===== src/rtl/template_fetch.sv =====
// template_fetch: fetches one letter template (WORDS 16-bit words) from an
// SRAM controller using a request / wait-high / wait-low handshake and
// buffers the words in a small circular FIFO for a downstream consumer.
module template_fetch #(
    parameter int WORDS      = 16,
    parameter int FIFO_DEPTH = 4,
    parameter int TIMEOUT    = 15
) (
    input  logic        i_clk,
    input  logic        i_rst,
    input  logic        i_start,
    input  logic [4:0]  i_letter_idx,
    input  logic        i_pop,
    output logic [15:0] o_data,
    output logic        o_valid,
    output logic        o_busy,
    output logic        o_done,
    output logic        o_err,
    output logic        o_mem_req,
    output logic        o_mem_wr,
    output logic [19:0] o_mem_addr,
    input  logic        i_mem_wait,
    input  logic [15:0] i_mem_rdata
);

    localparam int PW = (FIFO_DEPTH > 1) ? $clog2(FIFO_DEPTH) : 1;
    localparam int CW = $clog2(FIFO_DEPTH + 1);
    localparam int TW = $clog2(TIMEOUT + 1);

    typedef enum logic [2:0] {
        S_IDLE,
        S_ISSUE,
        S_ACK,
        S_DRAIN,
        S_CAPTURE,
        S_DONE
    } state_t;

    state_t         r_state;
    logic [4:0]     r_letter;
    logic [3:0]     r_word;
    logic [TW-1:0]  r_tcnt;
    logic           r_mem_req;
    logic [19:0]    r_mem_addr;
    logic           r_done;
    logic           r_err;

    logic [PW-1:0]  r_wr_ptr;
    logic [PW-1:0]  r_rd_ptr;
    logic [CW-1:0]  r_count;
    logic [15:0]    r_fifo_mem [FIFO_DEPTH];

    logic           w_push;
    logic           w_pop;
    logic           w_full;
    logic           w_flush;
    logic           w_tmo_hit;

    // FIFO control decoded from the FSM state and the consumer
    assign w_push    = (r_state == S_CAPTURE);
    assign w_pop     = i_pop && (r_count != '0);
    assign w_full    = (r_count == CW'(FIFO_DEPTH));
    assign w_tmo_hit = (r_tcnt == TW'(TIMEOUT - 1));
    // A stuck handshake abandons the letter and discards what was buffered
    assign w_flush   = w_tmo_hit &&
                       (((r_state == S_ACK) && !i_mem_wait) ||
                        ((r_state == S_DRAIN) && i_mem_wait));

    // Circular pointer advance that wraps at FIFO_DEPTH (depth need not be 2^n)
    function automatic logic [PW-1:0] ptr_inc(input logic [PW-1:0] p);
        return (p == PW'(FIFO_DEPTH - 1)) ? '0 : p + 1'b1;
    endfunction

    // Main fetch FSM with registered handshake and status outputs
    always_ff @(posedge i_clk) begin
        if (!i_rst) begin
            r_state    <= S_IDLE;
            r_letter   <= '0;
            r_word     <= '0;
            r_tcnt     <= '0;
            r_mem_req  <= 1'b0;
            r_mem_addr <= '0;
            r_done     <= 1'b0;
            r_err      <= 1'b0;
        end else begin
            r_mem_req <= 1'b0;
            r_done    <= 1'b0;
            case (r_state)
                S_IDLE: begin
                    if (i_start) begin
                        if (i_letter_idx <= 5'd25) begin
                            r_letter <= i_letter_idx;
                            r_word   <= '0;
                            r_err    <= 1'b0;
                            r_state  <= S_ISSUE;
                        end else begin
                            r_err <= 1'b1;
                        end
                    end
                end
                S_ISSUE: begin
                    // Only ask for a word when there is room to store it
                    if (!w_full) begin
                        r_mem_req  <= 1'b1;
                        r_mem_addr <= {5'b0, r_letter, 6'b0, r_word};
                        r_tcnt     <= '0;
                        r_state    <= S_ACK;
                    end
                end
                S_ACK: begin
                    if (i_mem_wait) begin
                        r_tcnt  <= '0;
                        r_state <= S_DRAIN;
                    end else if (w_tmo_hit) begin
                        r_err   <= 1'b1;
                        r_state <= S_IDLE;
                    end else begin
                        r_tcnt <= r_tcnt + 1'b1;
                    end
                end
                S_DRAIN: begin
                    if (!i_mem_wait) begin
                        r_state <= S_CAPTURE;
                    end else if (w_tmo_hit) begin
                        r_err   <= 1'b1;
                        r_state <= S_IDLE;
                    end else begin
                        r_tcnt <= r_tcnt + 1'b1;
                    end
                end
                S_CAPTURE: begin
                    if (r_word == 4'(WORDS - 1)) begin
                        r_done  <= 1'b1;
                        r_state <= S_DONE;
                    end else begin
                        r_word  <= r_word + 1'b1;
                        r_state <= S_ISSUE;
                    end
                end
                S_DONE: begin
                    r_state <= S_IDLE;
                end
                default: begin
                    r_state <= S_IDLE;
                end
            endcase
        end
    end

    // FIFO pointers and occupancy; push and pop together leave count unchanged
    always_ff @(posedge i_clk) begin
        if (!i_rst || w_flush) begin
            r_wr_ptr <= '0;
            r_rd_ptr <= '0;
            r_count  <= '0;
        end else begin
            if (w_push) begin
                r_wr_ptr <= ptr_inc(r_wr_ptr);
            end
            if (w_pop) begin
                r_rd_ptr <= ptr_inc(r_rd_ptr);
            end
            case ({w_push, w_pop})
                2'b10:   r_count <= r_count + 1'b1;
                2'b01:   r_count <= r_count - 1'b1;
                default: r_count <= r_count;
            endcase
        end
    end

    // FIFO storage; contents need no reset because o_data is gated by count
    always_ff @(posedge i_clk) begin
        if (w_push) begin
            r_fifo_mem[r_wr_ptr] <= i_mem_rdata;
        end
    end

    assign o_data     = (r_count != '0) ? r_fifo_mem[r_rd_ptr] : 16'h0000;
    assign o_valid    = (r_count != '0);
    assign o_busy     = (r_state != S_IDLE);
    assign o_done     = r_done;
    assign o_err      = r_err;
    assign o_mem_req  = r_mem_req;
    assign o_mem_wr   = 1'b1;
    assign o_mem_addr = r_mem_addr;

endmodule

===== config.mk =====
export PLATFORM = sky130hd
export DESIGN_NAME = template_fetch
export DESIGN_NICKNAME = d
export VERILOG_FILES = /design/src/rtl/template_fetch.sv
export SDC_FILE = /design/constraint.sdc
export NUM_CORES = 1
export LEC_CHECK = 0
export BUFFER_PORTS_ARGS = -buffer_cell sky130_fd_sc_hd__buf_2
export CORE_MARGIN = 3
export CORE_UTILIZATION = 39
export DETAILED_ROUTE_END_ITERATION = 6
export MAX_ROUTING_LAYER = met4
export PLACE_DENSITY_LB_ADDON = 0.12
export SYNTH_ARGS = -nofsm -noshare
export SYNTH_HDL_FRONTEND = slang
export SYNTH_SLANG_ARGS = --single-unit

===== constraint.sdc =====
create_clock -name i_clk -period 2.3 [get_ports i_clk]
set_input_delay 0.345 -clock i_clk [delete_from_list [all_inputs] [get_ports i_clk]]
set_output_delay 0.345 -clock i_clk [all_outputs]
set_load 0.01 [all_outputs]

==> impl_metrics.tcl <==
set metrics [dict create \
    result_of_the_run "completed" \
    drt_wl_total_um 7528 \
    synth_sequential_area_ratio_pct 62.92 \
    final.min_clock_period_ps 2087 \
    core_area_mm2 0.01042 \
    drt_drc_violations_left 0 \
    initial_core_util_pct 40.62 \
    tightestPinTransition_ps 623.0 \
    io_pins 68 \
    grt_setup_unrepaired "no" \
    layout.cells.most_common_list "64 x sky130_fd_sc_hd__edfxtp_1, 55 x sky130_fd_sc_hd__buf_2, 37 x sky130_fd_sc_hd__dfxtp_1" \
    crit_type "reg2out" \
    critical_path.max_fanout 16 \
    synth_top_flop_cell "sky130_fd_sc_hd__edfxtp_1" \
    dieArea_mm2 0.01214 \
    seq_power_share_pct 58.4 \
    clkTransAtPathRegs_ps 90 \
    end_kind "output port" \
    max-slew-margin-rel_pct 58.35 \
    yosys_register_bits 101 \
    synthArstFlopShare_pct 0 \
    synthesis.instances 309 \
    layout_cell_share_with_drive_strength_beyond_1_pct 26.67 \
    viasPerCell 4.861 \
    detail_route.iter0.violations 66 \
    setup_ws_ps 212.7 \
    htreeDepth 3 \
    synth.lib_cells_used.distinct 43 \
    tritoncts_clock_tree "done" \
    fmax_mhz 479.1 \
    p_sw_share_pct 23.19 \
    critical_path_arrival_ps 1740 \
    grt_overflow_total 0 \
    rows 37 \
    synth_warnings 0 \
    hold-path-cell-count 1 \
    p_comb_share_pct 10.5 \
    ir_worst_vdd_uv 360.9 \
    hold_viol_final 0 \
    ff2ff_path_depth 10 \
    largest_net_degree_at_the_start_of_global_routing 18 \
    clk-insertion-delay-late_ps 350 \
    finish.net_count 406 \
    detailed_place_hpwl_um 5279 \
    post_synth.cell_area_avg_um2 13.69 \
    number_of_enable_type_register_cells_in_the_synthesized_netlist 64 \
    worst-endpoint-required_ps 1960 \
    detail_route.first_pass.iterations 5 \
    chipWidth_um 110.2 \
    clock_power_share_pct 31.1 \
    hold_buf_count_cts 0 \
    detailedPlace.worstSlack_ps 377.0 \
    max_cap_viol_count 0 \
    antenna_fix_cells 0 \
    antenna_found_initial 0 \
    route.vias.total 2484 \
    postRouteAntennaNets 0 \
    hold_class "in2reg" \
    clock-sinks 101 \
    die_height_um 110.2 \
    first_global_vias 2502 \
    layout_worst_path_cycle_share_pct 90.75 \
    internal_power_mw 2.599 \
    area_delta_synth_final_pct 15.38 \
    cts_post_setup_buffers_inserted 0 \
    wl_per_cell_um 14.73 \
    clk_path_buf_depth 2 \
    tritoncts_buffers 9 \
    total_global_route_track_usage_pct 13.48 \
    clockRootBuffer "sky130_fd_sc_hd__clkbuf_8" \
    p_switching_uw 784.5 \
    place_congestion 0.7637 \
    grt_first_pass_wirelength_um 11940 \
    final-setup-viol-count 0 \
    clock_skew_ps 8.953 \
    final.setup.tns_ps 0 \
    power_density_mw_per_mm2 693.1 \
    portBuffers 55 \
    cp-start-kind "register" \
    post_cts_sizing 0 \
    total_standard_cell_area_after_synthesis_mm2 0.004232 \
    slew_limit_fails 0 \
    layout_commonest_cell "sky130_fd_sc_hd__edfxtp_1" \
    cell_leakage_power_nw 1.869 \
]
[cells by family (layout without fill, tap and decap cells)]
group / after synthesis / in the layout / share of synthesized area (%)
simple gates: 96 / 96 / 12.30
compound gates: 34 / 34 / 5.175
mux: 26 / 26 / 10.88
fa+ha+maj: 10 / 10 / 3.134
flops: 101 / 101 / 62.92
other cells: 2 / 12 / 0.1775
buf+inv: 36 / 92 / 4.583
xor+xnor: 4 / 4 / 0.8281
[layer usage]
layer | vias to the layer above | GRT usage [%] | wire, um
li1 | 1213 | - | -
met1 | 1220 | 15.29 | 3213
met2 | 43 | 22.88 | 3925
met3 | 8 | 3.786 | 284
met4 | 0 | 4.837 | 105
met5 | - | - | 0
[state kept, by name, indices dropped and copies added (netlist names), named ones only]
signal / cells
r_word: 4
r_count: 3
r_fifo_mem: 64
r_rd_ptr: 2
r_wr_ptr: 2
o_done: 1
r_tcnt: 4
r_state: 3
r_letter: 5
o_mem_addr: 9
o_err: 1
o_mem_req: 1
[stage by stage]
step                area (um2)  hold WS [ps]  cells  total power, mW  utilization [%]
global placement          4700         448.9    495            2.377            45.12
CTS                       4882         181.9    511            3.436            46.87
floorplan                 4269         435.7    319            2.276                -
detailed placement        4700         455.8    495            2.378            45.12
finish                    4882         201.3    511            3.384            46.87
global route              4882         182.9    511            3.545            46.87
[critical path: stages, from the launching register on]
cell and delay [ps]:
sky130_fd_sc_hd__dfxtp_1 380, sky130_fd_sc_hd__buf_12 190, sky130_fd_sc_hd__mux4_2 520, sky130_fd_sc_hd__and2_1 170, sky130_fd_sc_hd__buf_2 130
[worst paths after layout]
kind	from	endpoint	slack, ps
worst max-delay path	register	o_data[4]	210
worst min-delay path	i_mem_rdata[0]	r_fifo_mem[1][0]$_DFFE_PP_	200
worst max register to register	r_count[2]$_SDFFE_PP0P_	r_count[2]$_SDFFE_PP0P_	380
worst min register to register	r_letter[0]$_SDFFE_PN0P_	r_letter[0]$_SDFFE_PN0P_	460
[cell type report]
class | instances | area, um2
clock buffer | 11 | 131.4
tap | 136 | 170.2
sequential | 101 | 2663
inverter | 11 | 41.29
fill | 955 | 5534
timing repair buffer | 65 | 412.9
clock inverter | 5 | 51.30
multi-input combinational | 182 | 1413
[power by group through the flow]
stage	Clock, mW	Sequential [mW]	Combinational, mW
CTS	1.10	1.98	0.359
finish	1.05	1.98	0.355
global placement	0	2.02	0.357
detailed placement	0	2.02	0.358
floorplan	0	2.03	0.249
global route	1.16	1.98	0.400
[cells in the mapped netlist (all sizes together), types with 2 or more instances]
library cell   n  area share (%)
a21oi         17             2.0
and2          20             3.0
clkbuf         7            0.62
o21ai          7            0.83
a22oi          2            0.47
dfxtp         37              18
or3            7             1.1
buf           18             3.0
nand3          9             1.1
mux2i         10             2.4
edfxtp        64              45
nand3b         2            0.35
and3           4            0.59
nor3           2            0.24
ha             9             2.7
mux4          16             8.5
nand2b         2            0.30
conb           2            0.18
xor2           3            0.62
nor2b          4            0.59
and2b          2            0.41
nand2         15             1.3
nor2          24             2.1
inv           11            0.98
(Power assumes the default switching activity.)
